**src/rtl/seg7_scan_driver_if.sv**
```systemverilog
// Display-side bundle for the 4-digit multiplexed 7-segment scan driver.
// The master drives the digit data and display options; the slave (the driver) returns the
// anode, cathode and frame strobes.
interface seg7_scan_driver_if;
  logic [15:0] digit_in;
  logic        load;
  logic        blank_lz;
  logic        dp_en;
  logic [1:0]  dp_pos;
  logic [3:0]  an;
  logic [6:0]  seg;
  logic        dp;
  logic        frame_done;

  modport master (
    output digit_in, load, blank_lz, dp_en, dp_pos,
    input  an, seg, dp, frame_done
  );

  modport slave (
    input  digit_in, load, blank_lz, dp_en, dp_pos,
    output an, seg, dp, frame_done
  );
endinterface

```
**src/rtl/seg7_scan_driver.sv**
```systemverilog
// Time-multiplexed 4-digit 7-segment driver with a ghost-guard blank window, leading-zero
// blanking, a decimal point, and a shadow/active register pair.
// Digit data only reaches the display on slot boundaries, so a digit never changes mid-slot.
module seg7_scan_driver #(
  parameter int unsigned SCAN_DIV  = 1000,
  parameter int unsigned BLANK_CYC = 4
) (
  input logic              clk,
  input logic              rst,
  seg7_scan_driver_if.slave bus
);

  localparam int unsigned CntW = 16;

  typedef enum logic [1:0] {StDig0, StDig1, StDig2, StDig3} idx_e;

  logic [CntW-1:0] scan_cnt_q, scan_cnt_d;
  idx_e            idx_q, idx_d;
  logic [15:0]     shadow_q, active_q;
  logic            slot_end;

  logic [3:0]      an_q, an_d;
  logic [6:0]      seg_q, seg_d;
  logic            dp_q, dp_d;
  logic            frame_done_q, frame_done_d;

  // >= rather than == so an out-of-range count still wraps instead of running away.
  assign slot_end = (scan_cnt_q >= CntW'(SCAN_DIV - 1));

  function automatic logic [6:0] bcd_to_seg(input logic [3:0] code);
    logic [6:0] s;
    unique case (code)
      4'd0:    s = 7'b1000000;
      4'd1:    s = 7'b1111001;
      4'd2:    s = 7'b0100100;
      4'd3:    s = 7'b0110000;
      4'd4:    s = 7'b0011001;
      4'd5:    s = 7'b0010010;
      4'd6:    s = 7'b0000010;
      4'd7:    s = 7'b1111000;
      4'd8:    s = 7'b0000000;
      4'd9:    s = 7'b0010000;
      default: s = 7'b0111111; // non-BCD codes show a dash
    endcase
    return s;
  endfunction

  // Prescaler and digit-index next state; idx only moves on a slot boundary.
  always_comb begin
    scan_cnt_d = slot_end ? '0 : scan_cnt_q + CntW'(1);
    idx_d      = idx_q;
    if (slot_end) begin
      unique case (idx_q)
        StDig0:  idx_d = StDig1;
        StDig1:  idx_d = StDig2;
        StDig2:  idx_d = StDig3;
        StDig3:  idx_d = StDig0;
        default: idx_d = StDig0;
      endcase
    end
  end

  // Scan state register.
  always_ff @(posedge clk) begin
    if (rst) begin
      scan_cnt_q <= '0;
      idx_q      <= StDig0;
    end else begin
      scan_cnt_q <= scan_cnt_d;
      idx_q      <= idx_d;
    end
  end

  // Shadow captures every load; active follows on the boundary, bypassing on a coincident load.
  always_ff @(posedge clk) begin
    if (rst) begin
      shadow_q <= '0;
      active_q <= '0;
    end else begin
      if (bus.load) begin
        shadow_q <= bus.digit_in;
      end
      if (slot_end) begin
        active_q <= bus.load ? bus.digit_in : shadow_q;
      end
    end
  end

  // Output decode from the current scan position and active digits.
  always_comb begin
    logic [3:0] cur_digit;
    logic       z3, z2, z1;
    logic       lz_blank;

    an_d         = 4'b1111;
    seg_d        = 7'h7F;
    dp_d         = 1'b1;
    frame_done_d = slot_end && (idx_q == StDig3);

    // A digit is a leading zero only if it and every higher digit are zero.
    z3 = (active_q[15:12] == 4'd0);
    z2 = z3 && (active_q[11:8] == 4'd0);
    z1 = z2 && (active_q[7:4] == 4'd0);

    cur_digit = active_q[3:0];
    lz_blank  = 1'b0;
    unique case (idx_q)
      StDig0: begin
        cur_digit = active_q[3:0];
        lz_blank  = 1'b0;
      end
      StDig1: begin
        cur_digit = active_q[7:4];
        lz_blank  = z1;
      end
      StDig2: begin
        cur_digit = active_q[11:8];
        lz_blank  = z2;
      end
      StDig3: begin
        cur_digit = active_q[15:12];
        lz_blank  = z3;
      end
      default: begin
        cur_digit = active_q[3:0];
        lz_blank  = 1'b0;
      end
    endcase

    if (scan_cnt_q >= CntW'(BLANK_CYC)) begin
      an_d[idx_q] = 1'b0;
      seg_d       = (bus.blank_lz && lz_blank) ? 7'h7F : bcd_to_seg(cur_digit);
      // The decimal point survives leading-zero blanking.
      dp_d        = ~(bus.dp_en && (2'(idx_q) == bus.dp_pos));
    end
  end

  // Registered outputs.
  always_ff @(posedge clk) begin
    if (rst) begin
      an_q         <= 4'hF;
      seg_q        <= 7'h7F;
      dp_q         <= 1'b1;
      frame_done_q <= 1'b0;
    end else begin
      an_q         <= an_d;
      seg_q        <= seg_d;
      dp_q         <= dp_d;
      frame_done_q <= frame_done_d;
    end
  end

  assign bus.an         = an_q;
  assign bus.seg        = seg_q;
  assign bus.dp         = dp_q;
  assign bus.frame_done = frame_done_q;

endmodule

```
**src/flat_wrapper.sv**
```systemverilog
// flat-port wrapper written by rule: the top's interface ports become plain ports
module seg7_scan_driver_flat 
#(
  parameter int unsigned SCAN_DIV  = 1000,
  parameter int unsigned BLANK_CYC = 4
)
  (clk, rst, bus_digit_in, bus_load, bus_blank_lz, bus_dp_en, bus_dp_pos, bus_an, bus_seg, bus_dp, bus_frame_done);
  seg7_scan_driver_if bus_i ();
  input logic clk;
  input logic rst;
  input wire logic [$bits(bus_i.digit_in)-1:0] bus_digit_in;
  input wire logic [$bits(bus_i.load)-1:0] bus_load;
  input wire logic [$bits(bus_i.blank_lz)-1:0] bus_blank_lz;
  input wire logic [$bits(bus_i.dp_en)-1:0] bus_dp_en;
  input wire logic [$bits(bus_i.dp_pos)-1:0] bus_dp_pos;
  output wire logic [$bits(bus_i.an)-1:0] bus_an;
  output wire logic [$bits(bus_i.seg)-1:0] bus_seg;
  output wire logic [$bits(bus_i.dp)-1:0] bus_dp;
  output wire logic [$bits(bus_i.frame_done)-1:0] bus_frame_done;
  assign bus_i.digit_in = bus_digit_in;
  assign bus_i.load = bus_load;
  assign bus_i.blank_lz = bus_blank_lz;
  assign bus_i.dp_en = bus_dp_en;
  assign bus_i.dp_pos = bus_dp_pos;
  assign bus_an = bus_i.an;
  assign bus_seg = bus_i.seg;
  assign bus_dp = bus_i.dp;
  assign bus_frame_done = bus_i.frame_done;
  seg7_scan_driver #(.SCAN_DIV(SCAN_DIV), .BLANK_CYC(BLANK_CYC)) u_core (.clk(clk), .rst(rst), .bus(bus_i));
endmodule
```
**config.mk**
```make
export PLATFORM = sky130hd
export DESIGN_NAME = seg7_scan_driver_flat
export DESIGN_NICKNAME = d
export VERILOG_FILES = /design/src/rtl/seg7_scan_driver_if.sv /design/src/rtl/seg7_scan_driver.sv /design/src/flat_wrapper.sv
export SDC_FILE = /design/constraint.sdc
export NUM_CORES = 1
export LEC_CHECK = 0
export ABC_AREA = 1
export CAP_MARGIN = 20
export CORE_ASPECT_RATIO = 0.8
export CORE_MARGIN = 2
export CORE_UTILIZATION = 58
export CTS_CLUSTER_SIZE = 24
export DETAILED_ROUTE_END_ITERATION = 7
export GPL_TIMING_DRIVEN = 1
export PLACE_DENSITY = 0.83
export REMOVE_ABC_BUFFERS = 1
export SLEW_MARGIN = 20
export SYNTH_ARGS = -nofsm -noshare
export SYNTH_HDL_FRONTEND = slang
export SYNTH_SLANG_ARGS = --single-unit
```
**constraint.sdc**
```tcl
create_clock -name clk -period 4.4 [get_ports clk]
set_input_delay 1.1 -clock clk [delete_from_list [all_inputs] [get_ports clk]]
set_output_delay 1.1 -clock clk [all_outputs]
set_load 0.1 [all_outputs]
```
==> impl_results.html <==
<table>
<tr><th>Metric</th><th>Value</th></tr>
<tr><th colspan="2">Clock network</th></tr>
<tr><td>H-tree depth</td><td>3</td></tr>
<tr><td>Clock tree root driver cell</td><td>sky130_fd_sc_hd__clkbuf_8</td></tr>
<tr><td>TritonCTS clock tree</td><td>built</td></tr>
<tr><td>Resized Gates After CTS</td><td>0</td></tr>
<tr><td>Worst-path clk slew</td><td>about 0.06 ns</td></tr>
<tr><td>Number of clock buffers inserted by TritonCTS</td><td>9</td></tr>
<tr><td>Number of buffers inserted to repair setup after CTS</td><td>0</td></tr>
<tr><td>Clock Path Buffers</td><td>2</td></tr>
<tr><td>Sinks on the clock net</td><td>63</td></tr>
<tr><td>Worst-Skew Late Latency</td><td>around 0.34 ns</td></tr>
<tr><td>Number of hold-repair buffers added at the cts stage</td><td>0</td></tr>
<tr><th colspan="2">Logic synthesis</th></tr>
<tr><td>Area share of and/or/nand/nor cells after synthesis</td><td>between 20% and 30%</td></tr>
<tr><td>Proportion of synthesized chip area in sequential cells</td><td>between 40% and 50%</td></tr>
<tr><td>Leading register cell type out of synthesis</td><td>sky130_fd_sc_hd__dfxtp_1</td></tr>
<tr><td>Number of cells produced by synthesis</td><td>around 340</td></tr>
<tr><td>Post-synth EDFFs</td><td>0</td></tr>
<tr><td>Share of the synthesized area in the top cell type</td><td>46.6%</td></tr>
<tr><td>Most frequent cells after synthesis</td><td>75 x sky130_fd_sc_hd__nand2_1, 63 x sky130_fd_sc_hd__dfxtp_1, 44 x sky130_fd_sc_hd__nor2_1, 43 x sky130_fd_sc_hd__inv_1, 21 x sky130_fd_sc_hd__a21oi_1</td></tr>
<tr><td>Mean area per synthesized cell</td><td>slightly below 8 um2</td></tr>
<tr><td>Xor and xnor area share after synthesis</td><td>roughly 1.6%</td></tr>
<tr><td>Cell with the most instances after synthesis</td><td>sky130_fd_sc_hd__nand2_1</td></tr>
<tr><td>Synth top area cells</td><td>sky130_fd_sc_hd__dfxtp_1 47%, sky130_fd_sc_hd__nand2_1 10%, sky130_fd_sc_hd__nor2_1 6.1%, sky130_fd_sc_hd__inv_1 6.0%, sky130_fd_sc_hd__mux2i_1 5.9%</td></tr>
<tr><td>Netlist cell types</td><td>30</td></tr>
<tr><td>Multiplexer fraction of the synthesized cell area</td><td>around 5.9%</td></tr>
<tr><td>Main combinational cell family by area after synthesis</td><td>simple AND/OR/NAND/NOR gates</td></tr>
<tr><td>Asr flop ratio synth</td><td>0%</td></tr>
<tr><td>Cell taking the most area after synthesis</td><td>sky130_fd_sc_hd__dfxtp_1</td></tr>
<tr><td>Synth Register Bits</td><td>between 60 and 70</td></tr>
<tr><td>Count of warnings emitted by yosys</td><td>0</td></tr>
<tr><td>Share of the synthesized area in compound gates (AO/OA/AOI/OAI)</td><td>approximately 6.3%</td></tr>
<tr><td>Adder and majority gate portion of the synthesized area</td><td>around 4.6%</td></tr>
<tr><td>Netlist Area Pre-Place</td><td>~2700 um2</td></tr>
<tr><th colspan="2">Die</th></tr>
<tr><td>Die Span Y</td><td>approximately 65 um</td></tr>
<tr><td>Starting Density</td><td>between 50% and 60%</td></tr>
<tr><td>Total I/O pin count</td><td>36</td></tr>
<tr><td>Floorplan die width</td><td>~80 um</td></tr>
<tr><td>Floorplan core area</td><td>4540 um2</td></tr>
<tr><td>Std-Cell Rows</td><td>22</td></tr>
<tr><td>Full die area</td><td>between 5000 and 6000 um2</td></tr>
<tr><th colspan="2">Detailed routing</th></tr>
<tr><td>Number of antenna-violating nets in the routed design</td><td>0</td></tr>
<tr><td>DRT Pass-1 Iters</td><td>4</td></tr>
<tr><td>Number of remaining DRC errors</td><td>0</td></tr>
<tr><td>Average via count per standard cell</td><td>about 4.8</td></tr>
<tr><td>Post-detailed-route wirelength per cell</td><td>11.1 um</td></tr>
<tr><td>DRC marker count from the first detailed-route iteration</td><td>93</td></tr>
<tr><td>Via count</td><td>between 2000 and 2500</td></tr>
<tr><td>Total wire length</td><td>between 4000 and 5000 um</td></tr>
<tr><th colspan="2">Power and ir drop</th></tr>
<tr><td>Cell-internal power</td><td>around 1000 uW</td></tr>
<tr><td>Cell Pwr Density</td><td>a little over 500 nW/um2</td></tr>
<tr><td>Comb pwr share</td><td>about 37%</td></tr>
<tr><td>Switching part of the total power</td><td>~40%</td></tr>
<tr><td>Net Switching</td><td>roughly 680 uW</td></tr>
<tr><td>Leakage</td><td>between 0.0015 and 0.002 uW</td></tr>
<tr><td>Peak supply drop</td><td>roughly 0.00035 V</td></tr>
<tr><td>Share of total power in the clock network</td><td>around a quarter</td></tr>
<tr><td>Flop pwr share</td><td>approximately 39%</td></tr>
<tr><th colspan="2">GRT</th></tr>
<tr><td>Grt total ovfl</td><td>0</td></tr>
<tr><td>Largest net degree at the start of global routing</td><td>35</td></tr>
<tr><td>First-pass GRT wire length</td><td>8050 um</td></tr>
<tr><td>Overall fraction of global-route tracks in use</td><td>between 20% and 30%</td></tr>
<tr><td>Number of antenna violations at the first check in global routing</td><td>0</td></tr>
<tr><td>Vias in the first global route</td><td>~1900</td></tr>
<tr><th colspan="2">Setup path</th></tr>
<tr><td>Slack of the worst reg-to-reg path</td><td>around 2.2 ns</td></tr>
<tr><td>Category of the critical setup timing path</td><td>reg2out</td></tr>
<tr><td>Maximum fanout along the worst path</td><td>1</td></tr>
<tr><td>Highest-delay cell along the critical path</td><td>sky130_fd_sc_hd__clkdlybuf4s50_1</td></tr>
<tr><td>Buffers plus inverters on the worst setup path</td><td>1</td></tr>
<tr><td>Stage delay of the slowest cell on the critical path</td><td>1.13 ns</td></tr>
<tr><td>Capturing element type of the critical path</td><td>output port</td></tr>
<tr><td>CP Data Required Time</td><td>between 3 and 4 ns</td></tr>
<tr><td>RR Endpoint</td><td>u_core.bus.seg[5]</td></tr>
<tr><td>Cells on worst reg2reg path</td><td>10</td></tr>
<tr><td>Type of element launching the critical path</td><td>register</td></tr>
<tr><td>Cells along the critical path</td><td>clkdlybuf4s50_1</td></tr>
<tr><td>Worst R2R Start</td><td>u_core.idx_q[0]</td></tr>
<tr><td>Top cell family by delay on the critical path</td><td>buffers and inverters</td></tr>
<tr><td>Worst Path Arrival</td><td>around 1.8 ns</td></tr>
<tr><th colspan="2">Timing</th></tr>
<tr><td>Unrepaired setup endpoints after global routing</td><td>false</td></tr>
<tr><td>Post-Route Setup TNS</td><td>0 ns</td></tr>
<tr><td>Final max-slew violation count</td><td>0</td></tr>
<tr><td>Hold Worst Slack</td><td>around 0.5 ns</td></tr>
<tr><td>Worst-margin pin slew</td><td>between 0.9 and 1 ns</td></tr>
<tr><td>Share of the clock period used by the worst path</td><td>around 66%</td></tr>
<tr><td>Final-report setup violation count</td><td>0</td></tr>
<tr><td>Clock tree skew after final layout</td><td>between 0.007 and 0.008 ns</td></tr>
<tr><td>Final worst setup slack</td><td>1.50 ns</td></tr>
<tr><td>Final number of hold-violating endpoints</td><td>0</td></tr>
<tr><td>Max Fclk</td><td>~340 MHz</td></tr>
<tr><td>Slew margin rel.</td><td>34.4%</td></tr>
<tr><td>Clock period minus final worst setup slack</td><td>between 2 and 3 ns</td></tr>
<tr><th colspan="2">Cells and area</th></tr>
<tr><td>Count of inserted antenna diode cells</td><td>0</td></tr>
<tr><td>Share of final-layout standard cells stronger than drive strength 1</td><td>between 8 and 9%</td></tr>
<tr><td>Net total in the final layout</td><td>roughly 420</td></tr>
<tr><td>Synthesis-to-layout area growth</td><td>20.0%</td></tr>
<tr><th colspan="2">Placement</th></tr>
<tr><td>HPWL Detailed</td><td>between 3000 and 4000 um</td></tr>
<tr><td>Buffers added on ports</td><td>35</td></tr>
<tr><td>Setup slack after placement</td><td>between 1 and 1.5 ns</td></tr>
<tr><td>Routability-driven placement congestion ratio</td><td>0.922</td></tr>
<tr><th colspan="2">Min path</th></tr>
<tr><td>Min-delay worst type</td><td>reg2reg</td></tr>
<tr><td>Number of instances on the worst hold path</td><td>1</td></tr>
<tr><td>Destination of the worst hold path</td><td>u_core.scan_cnt_q[0]</td></tr>
<tr><td>Hold path startpoint</td><td>u_core.scan_cnt_q[0]</td></tr>
<tr><th colspan="2">Job</th></tr>
<tr><td>Maximum capacitance violations</td><td>0</td></tr>
<tr><th colspan="2">Run status</th></tr>
<tr><td>Run status</td><td>complete, no violations</td></tr>
</table>
==> power by group through the flow <==
| stage | logic, uW | registers, uW | clock network [uW] |
|---|---|---|---|
| after floorplan | 216 | 927 | 0 |
| after detailed placement | 621 | 671 | 0 |
| after global placement | 611 | 670 | 0 |
| after CTS | 622 | 659 | 421 |
| final | 620 | 659 | 410 |
| after global routing | 669 | 666 | 447 |
==> registers in the layout, indices dropped and copies added (netlist names) <==
register	flops
u_core.shadow_q	16
u_core.scan_cnt_q	16
u_core.active_q	16
u_core.bus.seg	7
u_core.idx_q	2
u_core.bus.dp	1
u_core.bus.frame_done	1
u_core.bus.an	4
==> layout by cell type (no fill, tap or decap), drive strengths merged <==
cell type	n
xnor2	3
xor2	2
clkdlybuf4s50	35
nand3	16
inv	46
clkinv	2
ha	10
mux2i	16
o21bai	1
nor2	44
nand2	79
conb	6
buf	1
clkbuf	11
dfxtp	63
o21ai	9
a21oi	21
a31oi	1
nand4	4
nor3	7
or2	10
==> layout make-up <==
type	instances	area [um2]
fill	371	1290
timing repair buffer	36	358
sequential	63	1260
inverter	46	175
clock inverter	2	10.0
multi-input combinational	229	1230
tap	60	75.1
clock buffer	11	141
==> per-stage QoR <==
step           total power, uW  util, %  area [um2]  instances
2_1_floorplan             1140        -        2670        338
3_3_place_gp              1280     68.2        3100        434
3_5_place_dp              1290     68.2        3100        434
4_1_cts                   1700     71.5        3250        447
5_1_grt                   1780     71.5        3250        447
6_report                  1690     71.5        3250        447
==> per-layer routing <==
layer  global-route usage (%)  vias up  routed length [um]
met5                        0        -                   0
met4                     8.47        0                  59
met3                     10.2        7                 341
met2                     31.6       51                2160
met1                     24.4      953                2390
li1                         -     1137                   -
==> how the worst max path moves through the flow <==
stage / end / slack, ns / depth (start not counted) / from
after floorplan: bus_an[0] / 2.39 / 0 / u_core.bus.an[0]
after global placement: u_core.active_q[15] / 1.55 / 5 / bus_load
after detailed placement: u_core.active_q[12] / 1.50 / 5 / bus_load
after CTS: bus_dp / 1.47 / 1 / u_core.bus.dp
after global routing: bus_seg[6] / 1.45 / 1 / u_core.bus.seg[6]
final: bus_seg[6] / 1.50 / 1 / u_core.bus.seg[6]
==> cells by family after synthesis <==
logic type,Yosys count
adders and majority gates,10
other,1
xor gates and xnor gates,5
DFF,63
muxes,16
AOI/OAI and AO/OA,32
buffers and inverters,55
and+or+nand+nor,160
Power figures use the tool's default switching activity.
